==> src/rtl/queue_arb_pkg.sv <==
// Shared types, constants and the round-robin pick function for the queue push arbiter.
package queue_arb_pkg;

  localparam int CNT_W   = 16;
  localparam int MAX_REQ = 16;
  localparam int PTR_W   = 4;

  typedef enum logic [1:0] {
    IDLE,
    SETUP,
    REQ_HI,
    REQ_LO
  } arb_state_t;

  // One-hot grant to the first valid bit at or after ptr, wrapping modulo nreq.
  function automatic logic [MAX_REQ-1:0] rr_pick(input logic [MAX_REQ-1:0] valid,
                                                 input logic [PTR_W-1:0]   ptr,
                                                 input int                 nreq);
    logic [MAX_REQ-1:0] grant;
    logic               found;
    logic [PTR_W-1:0]   idx;
    grant = '0;
    found = 1'b0;
    for (int i = 0; i < MAX_REQ; i++) begin
      idx = PTR_W'((int'(ptr) + i) % nreq);
      if (!found && (i < nreq) && valid[idx]) begin
        grant[idx] = 1'b1;
        found      = 1'b1;
      end
    end
    return grant;
  endfunction

endpackage

==> src/rtl/queue_push_arbiter_sync2.sv <==
// Two-flop synchronizer bringing an asynchronous level into the clk domain.
module sync2 (
  input  logic clk,
  input  logic rst_n,
  input  logic d_i,
  output logic q_o
);

  logic meta_q;
  logic sync_q;

  // NOTE: clocked state uses non-blocking assignments so every flop samples pre-edge values.
  always_ff @(posedge clk or negedge rst_n) begin
    if (!rst_n) begin
      meta_q <= 1'b0;
      sync_q <= 1'b0;
    end else begin
      meta_q <= d_i;
      sync_q <= meta_q;
    end
  end

  assign q_o = sync_q;

endmodule

==> src/rtl/queue_push_arbiter.sv <==
// Round-robin arbiter sharing the 4-phase push port of the bundled-data queue
// between NREQ clocked requesters; each word is tagged with its source index.
module queue_push_arbiter
  import queue_arb_pkg::*;
#(
  parameter  int NREQ   = 4,
  parameter  int PWIDTH = 8,
  localparam int IDW    = $clog2(NREQ),
  localparam int QWIDTH = PWIDTH + IDW
) (
  input  logic                     clk,
  input  logic                     rst_n,
  input  logic [NREQ-1:0]          in_valid,
  input  logic [NREQ*PWIDTH-1:0]   in_data,
  output logic [NREQ-1:0]          in_ready,
  output logic [QWIDTH-1:0]        q_data,
  output logic                     q_req,
  input  logic                     q_ack,
  output logic [CNT_W-1:0]         push_cnt
);

  arb_state_t         state_q, state_d;
  logic [IDW-1:0]     rr_ptr_q, rr_ptr_d;
  logic [QWIDTH-1:0]  q_data_q, q_data_d;
  logic               q_req_q, q_req_d;
  logic [CNT_W-1:0]   push_cnt_q, push_cnt_d;

  logic               ack_s;
  logic               sync_warm;
  logic [MAX_REQ-1:0] valid_ext;
  logic [MAX_REQ-1:0] grant_all;
  logic [MAX_REQ-1:0] grant_unused;
  logic [IDW-1:0]     win_idx;
  logic [PWIDTH-1:0]  win_data;
  logic               transfer;

  sync2 u_ack_sync (
    .clk   (clk),
    .rst_n (rst_n),
    .d_i   (q_ack),
    .q_o   (ack_s)
  );

  // Goes high two edges after reset release, once ack_s reflects the real q_ack level;
  // until then a queue still returning to zero could be mistaken for idle.
  sync2 u_warm_sync (
    .clk   (clk),
    .rst_n (rst_n),
    .d_i   (1'b1),
    .q_o   (sync_warm)
  );

  always_comb begin
    valid_ext             = '0;
    valid_ext[NREQ-1:0]   = in_valid;
    grant_all             = rr_pick(valid_ext, PTR_W'(rr_ptr_q), NREQ);
  end

  assign grant_unused = grant_all;

  // NOTE: every signal written in always_comb gets a default first, so no latch is inferred.
  always_comb begin
    in_ready = '0;
    if ((state_q == IDLE) && sync_warm && !ack_s) begin
      in_ready = grant_all[NREQ-1:0];
    end
  end

  always_comb begin
    win_idx  = '0;
    win_data = '0;
    for (int i = 0; i < NREQ; i++) begin
      if (in_ready[i]) begin
        win_idx  = IDW'(i);
        win_data = in_data[i*PWIDTH +: PWIDTH];
      end
    end
  end

  assign transfer = |(in_ready & in_valid);

  always_comb begin
    state_d    = state_q;
    rr_ptr_d   = rr_ptr_q;
    q_data_d   = q_data_q;
    q_req_d    = q_req_q;
    push_cnt_d = push_cnt_q;
    case (state_q)
      IDLE: begin
        if (transfer) begin
          q_data_d = {win_idx, win_data};
          rr_ptr_d = (win_idx == IDW'(NREQ - 1)) ? '0 : win_idx + IDW'(1);
          state_d  = SETUP;
        end
      end
      SETUP: begin
        // Data has been stable for a full cycle before the request rises.
        q_req_d = 1'b1;
        state_d = REQ_HI;
      end
      REQ_HI: begin
        if (ack_s) begin
          q_req_d = 1'b0;
          state_d = REQ_LO;
        end
      end
      REQ_LO: begin
        if (!ack_s) begin
          push_cnt_d = push_cnt_q + CNT_W'(1);
          state_d    = IDLE;
        end
      end
      default: state_d = IDLE;
    endcase
  end

  always_ff @(posedge clk or negedge rst_n) begin
    if (!rst_n) begin
      state_q    <= IDLE;
      rr_ptr_q   <= '0;
      q_data_q   <= '0;
      q_req_q    <= 1'b0;
      push_cnt_q <= '0;
    end else begin
      state_q    <= state_d;
      rr_ptr_q   <= rr_ptr_d;
      q_data_q   <= q_data_d;
      q_req_q    <= q_req_d;
      push_cnt_q <= push_cnt_d;
    end
  end

  assign q_data   = q_data_q;
  assign q_req    = q_req_q;
  assign push_cnt = push_cnt_q;

endmodule

==> config.mk <==
export PLATFORM = sky130hd
export DESIGN_NAME = queue_push_arbiter
export DESIGN_NICKNAME = d
export VERILOG_FILES = /design/src/rtl/queue_arb_pkg.sv /design/src/rtl/queue_push_arbiter_sync2.sv /design/src/rtl/queue_push_arbiter.sv
export SDC_FILE = /design/constraint.sdc
export NUM_CORES = 1
export LEC_CHECK = 0
export ABC_AREA = 1
export CORE_MARGIN = 1.5
export CORE_UTILIZATION = 51
export DETAILED_ROUTE_END_ITERATION = 16
export PLACE_DENSITY_LB_ADDON = 0.15
export SKIP_LAST_GASP = 1
export SLEW_MARGIN = 10
export SYNTH_ARGS = -nofsm -noshare
export SYNTH_HDL_FRONTEND = slang
export SYNTH_SLANG_ARGS = --single-unit
==> constraint.sdc <==
create_clock -name clk -period 5.7 [get_ports clk]
set_clock_uncertainty 0.05 [all_clocks]
set_input_delay 0.57 -clock clk [delete_from_list [all_inputs] [get_ports clk]]
set_output_delay 0.57 -clock clk [all_outputs]
set_load 0.05 [all_outputs]
==> results.ini <==
[floorplan]
rows = 24
die-area_sq_mm = 0.004862
die_width_um = 69.73
die_y_um = 69.73
ios = 70
initial_core_util_pct = 52.52
core_area_sq_mm = 0.004324

[status]
status = completed

[cells_and_area]
area_delta_synth_final_pct = 35.98
fin_nets = 418
diodes = 0
utilization_pct = 71.41
instances_no_fill = 420
layout-drive-gt1-share_pct = 9.239
fillers = 351

[yosys]
synth_edf_count = 0
synth_area_leader_cell = dfrtp_1
synth_ff_type = dfrtp_1
syn-cell-area_sq_mm = 0.002271
yosys_warnings = 0
syn_area_per_cell_sq_um = 7.751
syn-num-nets = 344
synth_seq_cells = 35
ys_types = 28
synth_cells = 293
synth_top_area_share_pct = 38.57
yosysMostFrequentCell = nand2_1
ys_async_sr_fraction_pct = 100.0
yosys-top-cells-count = nand2_1, nand3_1, dfrtp_1, inv_1, nor2_1
yosysSeqAreaShare_pct = 38.57
synth.area.top_cells = dfrtp_1, nand2_1, nand3_1

[setup_path]
r2r_slack_ns = 2.96
crit-reg2reg-capture = q_data[6]
crit_path_start_kind = register
critical_path_class = register to output port
r2r_cells = 14
r2r-start = rr_ptr_q[1]
endpoint_kind = output port
cp_data_required_time_ns = 5.08
worst-endpoint-arrival_ns = 3.25
critPathMaxFanout = 13

[detailed_routing]
wl_per_cell_um = 12.54
wl_met3_um = 267
first_pass_iters = 4
dr.max_layer_used = met4
vias = 2084
drt_iter0_drc = 203
met2_length_um = 2450
wl_um = 5265
vias_per_cell = 4.962
drc = 0
drtAntennaViolNets = 0
wl_met1_um = 2360

[power]
ir_worst_vdd_mv = 0.3943
power_density_mw_per_mm2 = 384.3
power.net_switching_uw = 565.1
finalPower_uw = 1187
seqPwrFrac_pct = 30.0
combinationalPowerShare_pct = 56.1
power_frac_clock_pct = 13.9
switching_share_pct = 47.62
p_leak_uw = 0.001543
p_int_uw = 621.6

[timing]
worst-slew-pin-transition_ns = 0.5468
finalHoldViolations = 0
relSlewSlack_pct = 63.43
final_max_slew_viol_count = 0
final.period_utilization_pct = 67.94
rsz0062_at_grt = false
min_period_ns = 3.872
tns_ns = 0
setup_violations = 0
fmax_ghz = 0.2582
setup_slack_ns = 1.828

[place]
port_buffers = 69
hpwl_um = 4033
pre_cts_slack_ns = 2.099
gp_congestion = 0.9551
dp_cells = 412

[clock_tree]
cts_setup_buffers = 0
hold_buffers = 0
cts-resized-gates = 0
cts_made_buffers = 5
cts_root_buffer = clkbuf_8
cts.reportedPaths.clkPinSlew_ns = 0.06
htreeDepth = 2
cts_tree = built
clock-sinks = 35
clock_latency_ns = 0.28
clock_path_buffers = 2

[global_route]
grt_pass1_wl_um = 9025
grt_max_degree = 36
antenna_found_initial = 0
overflow = 0
groute.usage.overall_pct = 23.13
grt_pass1_vias = 2026

[hold_path]
hold_class = register to register
hold-path-endpoint = u_ack_sync.q_o
min_path_cells = 0
min-delay-start = u_ack_sync.meta_q

[flow_run]
drv_cap = 0

==> stage by stage <==
stage          hold slack [ns]  cell area (sq um)
6_report                0.2983               3088
5_1_grt                 0.3124               3088
4_1_cts                 0.3000               3088
3_5_place_dp            0.2847               3007
3_3_place_gp            0.2832               3007
2_1_floorplan           0.2244               2271
==> cell usage in the layout (no fill, tap or decap), types with 4 or more instances in the layout <==
| cell type | synthesis | routed |
|---|---|---|
| nand3_1 | 51 | 51 |
| ha_1 | 12 | 12 |
| o21ai_0 | 11 | 11 |
| inv_1 | 27 | 27 |
| nand2_2 | 6 | 6 |
| clkdlybuf4s50_1 | 0 | 69 |
| clkbuf_8 | 0 | 5 |
| nor2_4 | 4 | 4 |
| nand2_1 | 92 | 92 |
| dfrtp_1 | 35 | 35 |
| nor2_1 | 13 | 13 |
| xor2_1 | 11 | 11 |
==> cell families after synthesis <==
| logic type | count (synthesis) | share of synthesized area, % |
|---|---|---|
| AO/OA/AOI/OAI | 15 | 3.581 |
| XOR/XNOR | 14 | 5.400 |
| adder cells (fa/ha/maj) | 12 | 6.611 |
| buffers and inverters | 36 | 6.887 |
| flip-flops | 35 | 38.57 |
| other | 1 | 0.1651 |
| AND/OR/NAND/NOR | 180 | 38.79 |
==> final cells by class <==
type / count / area, sq um / area share, %
clock buffers: 7 / 76.32 / 2.472
clock inverters: 1 / 5.005 / 0.1621
inverters: 33 / 128.9 / 4.173
multi-input cells: 222 / 1239 / 40.11
flip-flops and latches: 35 / 875.8 / 28.36
well taps: 52 / 65.06 / 2.107
repair buffers: 70 / 698.2 / 22.61
==> power groups by stage <==
stage | sequential (uW) | combinational [uW] | clock (uW)
floorplan | 492 | 343 | 0
global placement | 358 | 658 | 0
detailed placement | 360 | 666 | 0
CTS | 356 | 668 | 173
global route | 365 | 727 | 183
finish | 356 | 666 | 165
==> worst max-delay path by stage <==
stage	startpoint	endpoint	slack, ns	cells after the start
floorplan	rr_ptr_q[1]	in_ready[1]	3.08	11
global placement	in_valid[3]	in_ready[3]	2.16	11
detailed placement	in_valid[3]	in_ready[3]	2.10	11
CTS	rr_ptr_q[1]	in_ready[3]	1.85	12
global route	rr_ptr_q[1]	in_ready[3]	1.59	12
finish	rr_ptr_q[0]	in_ready[3]	1.83	12
==> per-layer routing <==
layer / GRT usage, % / up-vias
met5: 0 / -
met3: 4.797 / 18
met2: 37.61 / 64
met4: 13.03 / 0
li1: - / 1076
met1: 28.68 / 926
==> flip-flops by register name, summed over array words and instances, names as in the netlist <==
register            flops
push_cnt               16
q_data                 10
q_req                   1
rr_ptr_q                2
state_q                 2
u_ack_sync.meta_q       1
u_ack_sync.q_o          1
u_warm_sync.meta_q      1
u_warm_sync.q_o         1
==> worst max-delay path, cell delays in order, from the launching register on <==
cell and delay, ns:
dfrtp_1 0.59, inv_4 0.13, ha_1 0.37, inv_1 0.11, nand3_1 0.09, nand2_1 0.13
nand2_4 0.08, nor2_4 0.13, nand2_1 0.06, nand3b_1 0.13, nand2_2 0.16, inv_2 0.18
clkdlybuf4s50_1 0.82
(Power assumes the default switching activity.)
